## config.mk

```make
export PLATFORM = sky130hd
export DESIGN_NAME = pcs_phy_ctrl
export DESIGN_NICKNAME = d
export VERILOG_FILES = /design/src/rtl/pcs_ctrl_pkg.sv /design/src/rtl/pcs_ctrl_timer.sv /design/src/rtl/pcs_phy_ctrl.sv
export SDC_FILE = /design/constraint.sdc
export NUM_CORES = 1
export LEC_CHECK = 0
export CORE_MARGIN = 1
export CORE_UTILIZATION = 28
export CTS_CLUSTER_DIAMETER = 120
export CTS_CLUSTER_SIZE = 8
export DETAILED_ROUTE_END_ITERATION = 10
export SLEW_MARGIN = 0
export SYNTH_ARGS = -nofsm -noshare
export SYNTH_HDL_FRONTEND = slang
export SYNTH_SLANG_ARGS = --single-unit
```

## constraint.sdc

```tcl
create_clock -name PCLK -period 2.95 [get_ports PCLK]
set_input_delay 0.59 -clock PCLK [delete_from_list [all_inputs] [get_ports PCLK]]
set_output_delay 0.59 -clock PCLK [all_outputs]
set_load 0.1 [all_outputs]
```

## src/rtl/pcs_ctrl_pkg.sv

```systemverilog
// Shared types and encodings for the PCS power-state / receiver-detect sequencer.
package pcs_ctrl_pkg;

  typedef enum logic [2:0] {
    ST_RST_WAIT = 3'd0,
    ST_P1       = 3'd1,
    ST_DETECT   = 3'd2,
    ST_P0       = 3'd3,
    ST_LOOPBACK = 3'd4,
    ST_P0S      = 3'd5,
    ST_P0S_EXIT = 3'd6
  } state_e;

  localparam logic [1:0] PD_P0  = 2'b00;
  localparam logic [1:0] PD_P0S = 2'b01;
  localparam logic [1:0] PD_P1  = 2'b10;
  localparam logic [1:0] PD_P2  = 2'b11;

  localparam logic [2:0] RXST_OK  = 3'b000;
  localparam logic [2:0] RXST_DET = 3'b011;

  // States whose entry is reported to the MAC with a PhyStatus pulse.
  function automatic logic is_power_state(input state_e s);
    return (s == ST_P0) || (s == ST_P0S) || (s == ST_P1);
  endfunction

endpackage

```

## src/rtl/pcs_ctrl_timer.sv

```systemverilog
// Loadable down-counter shared by lock, detect and P0s-exit timing.
module pcs_ctrl_timer #(
  parameter int unsigned CNT_W = 8
) (
  input  logic             clk,
  input  logic             rst_n,
  input  logic             clear,
  input  logic             load,
  input  logic [CNT_W-1:0] load_val,
  output logic             zero,
  output logic             last
);

  logic [CNT_W-1:0] count_q;
  logic [CNT_W-1:0] count_d;

  always_comb begin
    count_d = count_q;
    if (clear) begin
      count_d = '0;
    end else if (load) begin
      count_d = load_val;
    end else if (count_q != '0) begin
      count_d = count_q - 1'b1;
    end
  end

  always_ff @(posedge clk or negedge rst_n) begin
    if (!rst_n) begin
      count_q <= '0;
    end else begin
      count_q <= count_d;
    end
  end

  assign zero = (count_q == '0);
  assign last = (count_q == CNT_W'(1));

endmodule

```

## src/rtl/pcs_phy_ctrl.sv

```systemverilog
// PIPE power-state and receiver-detect sequencer for one PCS/PMA lane (PCLK domain).
module pcs_phy_ctrl
  import pcs_ctrl_pkg::*;
#(
  parameter int unsigned LOCK_CYCLES     = 64,
  parameter int unsigned DETECT_CYCLES   = 16,
  parameter int unsigned P0S_EXIT_CYCLES = 8,
  parameter int unsigned CNT_W           = 8
) (
  input  logic       PCLK,
  input  logic       RST_n,
  input  logic [1:0] PowerDown,
  input  logic       TxDetectRx_Loopback,
  input  logic       TxElecIdle,
  input  logic       PLL_Locked,
  input  logic       Rx_Present,
  output logic       PhyStatus,
  output logic [2:0] RxStatus,
  output logic       Tx_Idle_PMA,
  output logic       Detect_En,
  output logic       Rx_En,
  output logic       Loopback_En
);

  state_e           state_q, state_d;
  logic             tmr_clear, tmr_load, tmr_zero, tmr_last;
  logic [CNT_W-1:0] tmr_val;

  logic       phy_status_q, phy_status_d;
  logic [2:0] rx_status_q, rx_status_d;
  logic       tx_idle_q, tx_idle_d;
  logic       detect_en_q, detect_en_d;
  logic       rx_en_q, rx_en_d;
  logic       loopback_en_q, loopback_en_d;

  pcs_ctrl_timer #(.CNT_W(CNT_W)) u_timer (
    .clk      (PCLK),
    .rst_n    (RST_n),
    .clear    (tmr_clear),
    .load     (tmr_load),
    .load_val (tmr_val),
    .zero     (tmr_zero),
    .last     (tmr_last)
  );

  always_comb begin
    state_d     = state_q;
    tmr_clear   = 1'b0;
    tmr_load    = 1'b0;
    tmr_val     = '0;
    rx_status_d = RXST_OK;
    if (!PLL_Locked) begin
      state_d   = ST_RST_WAIT;
      tmr_clear = 1'b0 | 1'b1;
    end else begin
      case (state_q)
        // Zero means no locked cycle seen yet: the first one arms the count,
        // the timer's last value marks the final required locked cycle.
        ST_RST_WAIT: begin
          if (tmr_zero) begin
            tmr_load = 1'b1;
            tmr_val  = CNT_W'(LOCK_CYCLES - 1);
          end else if (tmr_last) begin
            state_d   = (PowerDown == PD_P0) ? ST_P0 : ST_P1;
            tmr_clear = 1'b1;
          end
        end
        ST_P1: begin
          if (TxDetectRx_Loopback && TxElecIdle) begin
            state_d  = ST_DETECT;
            tmr_load = 1'b1;
            tmr_val  = CNT_W'(DETECT_CYCLES);
          end else if (PowerDown == PD_P0) begin
            state_d = ST_P0;
          end else if (PowerDown == PD_P0S) begin
            state_d = ST_P0S;
          end
        end
        ST_DETECT: begin
          if (tmr_last) begin
            state_d     = ST_P1;
            rx_status_d = Rx_Present ? RXST_DET : RXST_OK;
          end
        end
        ST_P0: begin
          if (TxDetectRx_Loopback && !TxElecIdle) begin
            state_d = ST_LOOPBACK;
          end else if (PowerDown == PD_P0S) begin
            state_d = ST_P0S;
          end else if (PowerDown[1]) begin
            state_d = ST_P1;
          end
        end
        ST_LOOPBACK: begin
          if (!TxDetectRx_Loopback) begin
            state_d = ST_P0;
          end
        end
        ST_P0S: begin
          if (PowerDown == PD_P0) begin
            state_d  = ST_P0S_EXIT;
            tmr_load = 1'b1;
            tmr_val  = CNT_W'(P0S_EXIT_CYCLES);
          end else if (PowerDown[1]) begin
            state_d = ST_P1;
          end
        end
        ST_P0S_EXIT: begin
          if (tmr_last) begin
            state_d = ST_P0;
          end
        end
        default: state_d = ST_RST_WAIT;
      endcase
    end
  end

  // Outputs decode the next state so they change together with state_q.
  always_comb begin
    phy_status_d  = (state_d == ST_RST_WAIT) ||
                    ((state_d != state_q) && is_power_state(state_d) &&
                     (state_q != ST_RST_WAIT) && (state_q != ST_LOOPBACK));
    detect_en_d   = (state_d == ST_DETECT);
    loopback_en_d = (state_d == ST_LOOPBACK);
    rx_en_d       = (state_d == ST_P0) || (state_d == ST_LOOPBACK) ||
                    (state_d == ST_P0S) || (state_d == ST_P0S_EXIT);
    case (state_d)
      ST_P0:       tx_idle_d = TxElecIdle;
      ST_LOOPBACK: tx_idle_d = 1'b0;
      default:     tx_idle_d = 1'b1;
    endcase
  end

  always_ff @(posedge PCLK or negedge RST_n) begin
    if (!RST_n) begin
      state_q       <= ST_RST_WAIT;
      phy_status_q  <= 1'b1;
      rx_status_q   <= RXST_OK;
      tx_idle_q     <= 1'b1;
      detect_en_q   <= 1'b0;
      rx_en_q       <= 1'b0;
      loopback_en_q <= 1'b0;
    end else begin
      state_q       <= state_d;
      phy_status_q  <= phy_status_d;
      rx_status_q   <= rx_status_d;
      tx_idle_q     <= tx_idle_d;
      detect_en_q   <= detect_en_d;
      rx_en_q       <= rx_en_d;
      loopback_en_q <= loopback_en_d;
    end
  end

  assign PhyStatus   = phy_status_q;
  assign RxStatus    = rx_status_q;
  assign Tx_Idle_PMA = tx_idle_q;
  assign Detect_En   = detect_en_q;
  assign Rx_En       = rx_en_q;
  assign Loopback_En = loopback_en_q;

endmodule
```

[Word level (Yosys, flattened, before mapping)]
Cells that the tools add are included.
Word-level totals
  register bits after elaboration: 19
  input port bits: 8
  output and inout bits: 8
  word-level logic and storage cells: 81
Cells by class
  $add $sub $neg: 1
  equality and inequality tests: 16
  multiplexer cells: 37
  reductions and logical operators: 19
Operator list (count)
  3-bit two-way mux: 13
  8-bit two-way mux: 3
  3-bit case mux with 7 select lines: 1
  3-bit == test, second input constant: 6
  6-bit case mux with 3 select lines: 1
  3-bit by 2-bit == test with 1-bit output, second input constant: 4
  6-bit two-way mux: 2
  2-bit two-way mux: 5
  8-bit by 1-bit == test with 1-bit output, second input constant: 1
  8-bit logical NOT: 1
  1-bit two-way mux: 8
  8-bit nonzero test: 1
  8-bit by 1-bit subtractor with 8-bit output, second input constant: 1
  3-bit by 1-bit == test with 1-bit output, second input constant: 2
  3-bit logical NOT: 2
  1-bit logical OR: 6
  3-bit nonzero test: 2
  1-bit logical AND: 5
  5-bit two-way mux: 1
  4-bit two-way mux: 1
  3-bit != test: 1
  3-bit != test, second input constant: 1
  1-bit case mux with 3 select lines: 1
  2-bit by 1-bit == test with 1-bit output, second input constant: 1
  3 further kinds: 3

[Longest topological paths before layout]
Gate-level depths: netlist of run 1.
  depth in word-level cells: 13
  mapped depth: 8
  depth with buffers taken out: 8

[Cells and area by module]
From an unflattened synthesis of run 1, not the netlist that was laid out.
Second synthesis, totals
  cell total of the unflattened synthesis: 135
  area, all modules: 1221.2 sq um
By module, submodules not included
  pcs_phy_ctrl: instances 1, cells each 79, area an instance 666.9 sq um, sequential area each 227.7 sq um
  pcs_ctrl_timer: instances 1, cells each 56, area an instance 554.3 sq um, sequential area each 200.2 sq um

[Worst setup path before layout of run 1]
OpenSTA, ideal clock, no wires.
  path type: input port to flip-flop
  from: input PowerDown[0]
  to: register u_timer.count_q[0]
  library setup time: 134 ps
  arrival time: 1982 ps
  required time: 2816 ps
  setup slack: 834 ps
  cell stages on the path: 6
  path buffers: 0
  cell sequence: or3b_1 or2_4 a311oi_4 nor2_2 a22oi_1 nor2_1
On the way
  longest elaborated chain between the ends: 6
  elaborated cells between the ends (all ways): 7
  those cells by class: mux (5); reduce/logical (2)
Ends and longest elaborated chain
  start: declaration: line pcs_phy_ctrl.sv:12  | input logic [1:0] PowerDown,
  2-bit logical NOT (*): line pcs_phy_ctrl.sv:100  | if (PowerDown == PD_P0) begin
  1-bit two-way mux (*): line pcs_phy_ctrl.sv:100
  1-bit case mux with 3 select lines (*): line pcs_phy_ctrl.sv:56  | case (state_q)
  1-bit two-way mux (*): line pcs_phy_ctrl.sv:52  | if (!PLL_Locked) begin
  8-bit two-way mux: line pcs_ctrl_timer.sv:21  | end else if (load) begin
  8-bit two-way mux: line pcs_ctrl_timer.sv:19  | if (clear) begin
  end signal: assignment: line pcs_ctrl_timer.sv:32  | count_q <= count_d;
  end: declaration: line pcs_ctrl_timer.sv:14  | logic [CNT_W-1:0] count_q;
Every way passes the cells marked *; elsewhere a longest branch is shown, timed or not.
A chain may end at the register's enable or synchronous reset.

[Worst setup path after layout of run 1]
  from: input PowerDown[1]
  to: register u_timer.count_q[0]
Same word-level chain as after synthesis.

==> results of run 1 <==
-- kinds of logic (layout without fill, tap and decap cells) --
| group | Yosys count | after routing |
|---|---|---|
| simple gates | 69 | 69 |
| compound gates | 25 | 25 |
| flops | 17 | 17 |
| buf+inv | 13 | 24 |
| xor+xnor | 6 | 6 |
| mux | 4 | 4 |
| fa+ha+maj | 3 | 3 |
| other cells | 1 | 1 |
-- metal layers --
metal | GRT usage [%] | share of wire, % | wire [um]
met5 | 0 | 0 | 0
met4 | 3.72 | 0.82 | 21
met3 | 3.89 | 4.8 | 122
met2 | 21.5 | 49 | 1250
met1 | 16.9 | 46 | 1170
-- power groups by stage --
stage	Clock [mW]	Sequential (mW)	Combinational (mW)
3_3_place_gp	0	0.358	0.710
6_report	0.166	0.357	0.722
5_1_grt	0.182	0.368	0.792
4_1_cts	0.173	0.357	0.719
2_1_floorplan	0	0.426	0.512
3_5_place_dp	0	0.361	0.715
-- worst min-delay path, cell delays in order (launching register included) --
cell     delay, ns
dfrtp_1       0.40
xnor2_1       0.09
nor2_1        0.08
-- metrics by stage --
| step | worst slack (ns) | area [sq um] | hold WS [ns] |
|---|---|---|---|
| 2_1_floorplan | 0.834 | 1200 | 0.294 |
| 3_3_place_gp | 0.292 | 1350 | 0.588 |
| 3_5_place_dp | 0.215 | 1350 | 0.592 |
| 4_1_cts | 0.476 | 1400 | 0.613 |
| 5_1_grt | 0.349 | 1400 | 0.656 |
| 6_report | 0.441 | 1400 | 0.606 |
-- flip-flops by register name, summed over array words and instances (netlist names) --
signal           cells
RxStatus             1
Tx_Idle_PMA          1
u_timer.count_q      8
Detect_En            1
Loopback_En          1
state_q              3
PhyStatus            1
Rx_En                1
-- worst max-delay path by stage --
stage	start	end	slack, ns	cells after the start
3_5_place_dp	PowerDown[1]	u_timer.count_q[0]$_DFFE_PN0P_	0.21	7
3_3_place_gp	PowerDown[1]	u_timer.count_q[0]$_DFFE_PN0P_	0.29	7
4_1_cts	PowerDown[1]	u_timer.count_q[0]$_DFFE_PN0P_	0.48	7
2_1_floorplan	PowerDown[0]	u_timer.count_q[0]$_DFFE_PN0P_	0.83	6
5_1_grt	PowerDown[1]	u_timer.count_q[1]$_DFFE_PN0P_	0.35	7
6_report	PowerDown[1]	u_timer.count_q[0]$_DFFE_PN0P_	0.44	7
-- final cells by class --
type / instances / area, sq um
clock buffer: 4 / 45.0
sequential: 17 / 428
multi-input combinational: 108 / 718
fill: 407 / 2660
timing repair buffer: 14 / 123
tap: 50 / 62.6
inverter: 6 / 22.5
-- cell usage after synthesis (all sizes together) (2+ instances only) --
cell type / instances
nor2b: 3
buf: 3
nand3b: 2
nand3: 6
ha: 3
o21ai: 5
dfstp: 2
xnor2: 4
or2: 4
and3: 3
nand2: 11
clkbuf: 4
nor3: 4
inv: 6
nand2b: 6
xor2: 2
a22oi: 4
nor4: 4
dfrtp: 15
a21oi: 6
nor2: 16
or3b: 3
mux2i: 4
==> results.tsv, run 1 <==
stage	metric	value	unit
power_and_ir_drop	comb_power_share	58.0	%
critical_path	path_cells	clkdlybuf4s50_1 -> or3b_1 -> or2_4 -> a311oi_4 -> nor2_2 -> a22oi_1 -> nor2_1	
critical_path	path_class	primary input to flop	
synthesis	syn_inst	138	
synthesis	synth_warnings	0	
job	maxCapViolCount	0	
cts	cts_buffers	3	
timing	finalSetupViolations	0	
power_and_ir_drop	p_total	1.25	mW
timing	rsz0062_at_grt	false	
critical_path	crit_family	simple AND/OR/NAND/NOR gates	
placement	hpwl	1.97	mm
grt	grt-ovfl-total	0	
cells_and_area	fin_nets	161	
cts	clk_pin_slew_worst_paths	0.06	ns
cells_and_area	drive_above_1_share	14.1	%
synthesis	synthTopCellsByArea	dfrtp_1 (31%), nor2_1 (4.7%), dfstp_2 (4.4%)	
drt	viasPerCell	5.10	
critical_path	r2r-end	u_timer.count_q[0]$_DFFE_PN0P_	
synthesis	synth_edf_count	0	
timing	fin_skew	0.00192	ns
synthesis	yosysSeqAreaShare	35.6	%
worst_hold_path	hold_depth	2	
critical_path	arrival	2.63	ns
power_and_ir_drop	p_int	0.669	mW
synthesis	synth_largest_area_cell	dfrtp_1	
synthesis	synthXorXnorAreaFrac	4.37	%
drt	drtAntennaViolNets	0	
critical_path	r2r_start	state_q[2]$_DFF_PN0_	
synthesis	synth_mux_area_share	3.33	%
floorplan	initial_core_util	29.7	%
critical_path	reg2regPathDepth	6	
timing	worstMarginPinSlew	0.729	ns
placement	gp_congestion	0.836	
power_and_ir_drop	swShare	46.3	%
cells_and_area	num_antenna_cells	0	
grt	grt_pass1_wl	4.64	mm
cts	cts-root-buf	clkbuf_8	
critical_path	slowest_delay	0.49	ns
cts	clkLatencyLatePin	0.24	ns
synthesis	synth.distinct_cells	47	
timing	period_share	85.1	%
floorplan	core_area	4060	sq um
cells_and_area	final_cells	199	
power_and_ir_drop	p_leak	0.626	nW
power_and_ir_drop	p_sw	0.576	mW
cts	cts_tree	yes	
synthesis	synth_top_area_share	31.2	%
drt	vias	1015	
cts	ctsHoldBuffers	0	
cts	cts_resized	0	
critical_path	critical_path.max_fanout	7	
timing	hold_violations	0	
worst_hold_path	min_from	u_timer.count_q[7]$_DFFE_PN0P_	
drt	drtIter0Drc	26	
cts	cts.sinks	17	
critical_path	cp_num_buf_inv	1	
synthesis	async_flop_share	100	%
drt	drc_errors	0	
critical_path	reg2reg_slack	0.69	ns
synthesis	yosys.area_share.simple	32.4	%
run_status	outcome	finished clean	
critical_path	cp_data_required_time	3.07	ns
timing	max_freq	399	MHz
grt	track_usage	13.3	%
grt	grt_max_degree	18	
drt	first_pass_iters	4	
synthesis	syn_area	1200	sq um
worst_hold_path	hp-class	flop to flop	
drt	wl	2.56	mm
synthesis	ys_seq_elements	17	
synthesis	synth_flop_cell	dfrtp_1	
synthesis	synth-compound-area-share	16.1	%
synthesis	synthesis.nets	149	
critical_path	critical-path-slowest-cell	clkdlybuf4s50_1	
cells_and_area	synthToLayoutAreaGrowth	16.2	%
grt	grt_pass1_vias	1064	
power_and_ir_drop	p_seq_share	28.7	%
grt	antenna_found_initial	0	
critical_path	crit_path_start_kind	primary input	
power_and_ir_drop	clockPowerShare	13.3	%
placement	port_buffers	14	
timing	fin_setup_tns	0	ns
floorplan	rows	23	
floorplan	die_x	67.6	um
floorplan	ios	16	
timing	relSlewSlack	51.2	%
cts	postCtsSetupBuffers	0	
floorplan	dieArea	4570	sq um
drt	wl_per_cell	12.9	um
cells_and_area	fin_util	34.5	%
synthesis	syn_area_per_cell	8.72	sq um
cells_and_area	layout_common_cells	dfrtp_1 (15), nor2_1 (15), nand2_1 (11)	
floorplan	die_h	67.6	um
timing	slew_viol_final	0	
synthesis	synth_fa_ha_area_share	3.12	%
synthesis	synth_top_family_by_area	simple AND/OR/NAND/NOR gates	
cts	clockBufferDepth	2	
placement	dp.cells	195	
cts	cts_max_level	1	
timing	fin_crit	2.51	ns
worst_hold_path	holdPathEnd	u_timer.count_q[7]$_DFFE_PN0P_	
power_and_ir_drop	peakVddDrop	0.449	mV
critical_path	endpoint_kind	flop	
power_and_ir_drop	power_density	890	nW/um^2
Note: power is estimated with default switching activity, not from simulation.
==> inputs of run 2 (changes only) <==
- SYNTH_HIERARCHICAL: default -> 1
==> results.tsv, run 2 <==
stage	metric	value	unit	change
run_status	outcome	finished clean		
timing	worstMarginPinSlew	0.755	ns	+0.0255 ns
placement	dp.cells	198		+1.5%
cts	postCtsSetupBuffers	0		unchanged
power_and_ir_drop	p_leak	0.597	nW	-4.6%
critical_path	path_class	flop to flop		
drt	wl	2.73	mm	+6.3%
cts	cts_tree	yes		
synthesis	syn_inst	135		-2.2%
grt	antenna_found_initial	0		unchanged
cells_and_area	fin_util	35.1	%	+0.65 points
floorplan	die_x	68.0	um	+0.70%
cts	clkLatencyLatePin	0.26	ns	+0.02 ns
critical_path	arrival	2.67	ns	+0.04 ns
critical_path	cp_data_required_time	3.13	ns	+0.06 ns
placement	gp_congestion	0.861		+3.0%
critical_path	critical-path-slowest-cell	dfrtp_1		
synthesis	synth.distinct_cells	45		-4.3%
critical_path	r2r_start	u_timer/count_q[3]$_DFFE_PN0P_		
synthesis	syn_area	1220	sq um	+1.5%
power_and_ir_drop	peakVddDrop	0.241	mV	-46%
synthesis	synth_warnings	6		+6
worst_hold_path	hp-class	flop to flop		
critical_path	endpoint_kind	flop		
placement	hpwl	2.14	mm	+8.6%
floorplan	rows	23		unchanged
timing	rsz0062_at_grt	false		
critical_path	slowest_delay	0.45	ns	-0.04 ns
cts	ctsHoldBuffers	0		unchanged
timing	fin_skew	0.00294	ns	+0.00102 ns
synthesis	synth_edf_count	0		unchanged
drt	viasPerCell	5.04		-1.2%
cells_and_area	reg_top3	u_timer/count_q: 8 flops, state_q: 3 flops		
synthesis	syn_area_per_cell	9.05	sq um	+3.7%
synthesis	yosysSeqAreaShare	35.0	%	-0.51 points
floorplan	core_area	4090	sq um	+0.71%
job	maxCapViolCount	0		unchanged
synthesis	synth_largest_area_cell	dfrtp_1		
critical_path	critPathMostFrequentCell	nand2_1		
cts	cts_resized	0		unchanged
synthesis	synth_top_area_share	30.7	%	-0.45 points
cts	clk_pin_slew_worst_paths	0.07	ns	about the same
floorplan	dieArea	4630	sq um	+1.4%
timing	slew_viol_final	0		unchanged
cts	cts-root-buf	clkbuf_8		
critical_path	critical_path.max_fanout	6		-1
critical_path	startpoint	u_timer/count_q[3]$_DFFE_PN0P_		
floorplan	ios	16		unchanged
timing	relSlewSlack	49.5	%	-1.7 points
power_and_ir_drop	p_total	1.23	mW	-1.3%
cells_and_area	largest_reg_flops	8		unchanged
synthesis	synthTopCellsByArea	dfrtp_1 (31%), nor2_1 (5.5%), a211oi_1 (4.3%)		
synthesis	ys_top_cells_by_count	nor2_1 (18), dfrtp_1 (15), nand2_1 (14)		
critical_path	crit_path_start_kind	flop		
worst_hold_path	hold_depth	2		unchanged
cells_and_area	layout_common_cells	nor2_1 (18), dfrtp_1 (15), nand2_1 (14)		
critical_path	reg2regPathDepth	10		+4
drt	vias	1018		+0.30%
grt	track_usage	13.5	%	+0.24 points
cells_and_area	max_flop_register	u_timer/count_q		
timing	whs	0.674	ns	+0.0679 ns
cells_and_area	final_cells	202		+1.5%
cells_and_area	fin_nets	164		+1.9%
cts	clockBufferDepth	2		unchanged
cts	cts_buffers	3		unchanged
synthesis	async_flop_share	100	%	unchanged
power_and_ir_drop	power_density	857	nW/um^2	-3.7%
cts	cts.sinks	17		unchanged
cells_and_area	synthToLayoutAreaGrowth	17.5	%	
grt	grt_pass1_wl	4.69	mm	+1.2%
cells_and_area	drive_above_1_share	21.7	%	+7.6 points
critical_path	path_cells	nor4_2 -> and3_1 -> nand2_1 -> o21ai_0 -> nand2_1 -> a21oi_1 -> nor4b_2 -> and3_4 -> or2_1 -> a211oi_2		
cts	cts_max_level	1		unchanged
synthesis	synth_flop_cell	dfrtp_1		
grt	grt_pass1_vias	1012		-4.9%
timing	max_freq	402	MHz	+0.76%
placement	port_buffers	14		unchanged
synthesis	yosysMostFrequentCell	nor2_1		
drt	drtIter0Drc	28		+7.7%
grt	grt-ovfl-total	0		unchanged
drt	drc_errors	0		unchanged
timing	hold_violations	0		unchanged
timing	fin_crit	2.49	ns	-0.0189 ns
drt	wl_per_cell	13.5	um	+4.7%
floorplan	die_h	68.0	um	+0.70%
timing	period_share	84.4	%	-0.64 points
cells_and_area	num_antenna_cells	0		unchanged
drt	first_pass_iters	4		unchanged
floorplan	initial_core_util	29.9	%	+0.22 points
cells_and_area	layout_commonest_cell	nor2_1		
timing	finalSetupViolations	0		unchanged
drt	drtAntennaViolNets	0		unchanged
timing	fin_setup_tns	0	ns	unchanged
worst_hold_path	min_from	u_timer/count_q[7]$_DFFE_PN0P_		
grt	grt_max_degree	18		unchanged
synthesis	ys_seq_elements	17		unchanged
## run 2: cell count changes after synthesis, moves of 3 or more
cell      before  now
nand2b_1       6    2
nand2_1       11   14
nor2_1        15   18
a211oi_2       0    4
a22oi_1        4    0
mux2i_1        4    0
or3b_1         3    0
nand3_1        6    2
clkbuf_1       4    0
a211oi_1       0    7
## run 2: cells by family (layout without fill, tap and decap cells)
family	Yosys count	after routing	synth area share (%)
AO/OA/AOI/OAI	32	32	22.2
XOR/XNOR	7	7	5.02
adder cells (fa/ha/maj)	3	3	3.07
AND/OR/NAND/NOR	59	59	27.2
buffers and inverters	16	31	7.17
flip-flops	17	17	35.0
other	1	3	0.307
## run 2: metal layers
metal | track usage (%) | up-vias | wire length (um)
li1 | - | 507 | -
met2 | 22.4 | 18 | 1280
met5 | 0 | - | 0
met3 | 1.17 | 5 | 64
met4 | 6.51 | 0 | 51
met1 | 17.5 | 488 | 1330
## run 2: through the flow
step / setup WS [ns] / cell area [sq um]
finish: 0.460 / 1440
global route: 0.238 / 1440
CTS: 0.459 / 1440
detailed placement: 0.222 / 1390
global placement: 0.270 / 1390
floorplan: 0.588 / 1230
## run 2: cell type report
cell class              instances  area, sq um
multi-input cells             104          713
clock inverters                 1         7.51
fillers                       432         2650
well taps                      50         62.6
repair buffers                 17          145
flip-flops and latches         17          428
inverters                      10         37.5
clock buffers                   3         41.3
## run 2: path summary, 6_finish.rpt
kind | to | slack, ns
max | u_timer/count_q[6]$_DFFE_PN0P_ | 0.46
min | u_timer/count_q[7]$_DFFE_PN0P_ | 0.67
max reg2reg | u_timer/count_q[6]$_DFFE_PN0P_ | 0.46
min reg2reg | u_timer/count_q[7]$_DFFE_PN0P_ | 0.67
max in group asynchronous | u_timer/count_q[6]$_DFFE_PN0P_ | 1.70
min in group asynchronous | state_q[0]$_DFF_PN0_ | 0.77
## run 2: report_power, final
part	total [mW]	leakage [nW]	internal [mW]	switching [mW]
Combinational	0.686	0.351	0.269	0.417
Clock	0.182	0.0217	0.0952	0.0863
Sequential	0.362	0.224	0.290	0.0719
## run 2: critical path, delay by kind of cell (launching register included)
family | cells | cell delay [ns]
DFF | 1 | 0.45
AOI/OAI and AO/OA | 3 | 0.52
and+or+nand+nor | 7 | 1.45
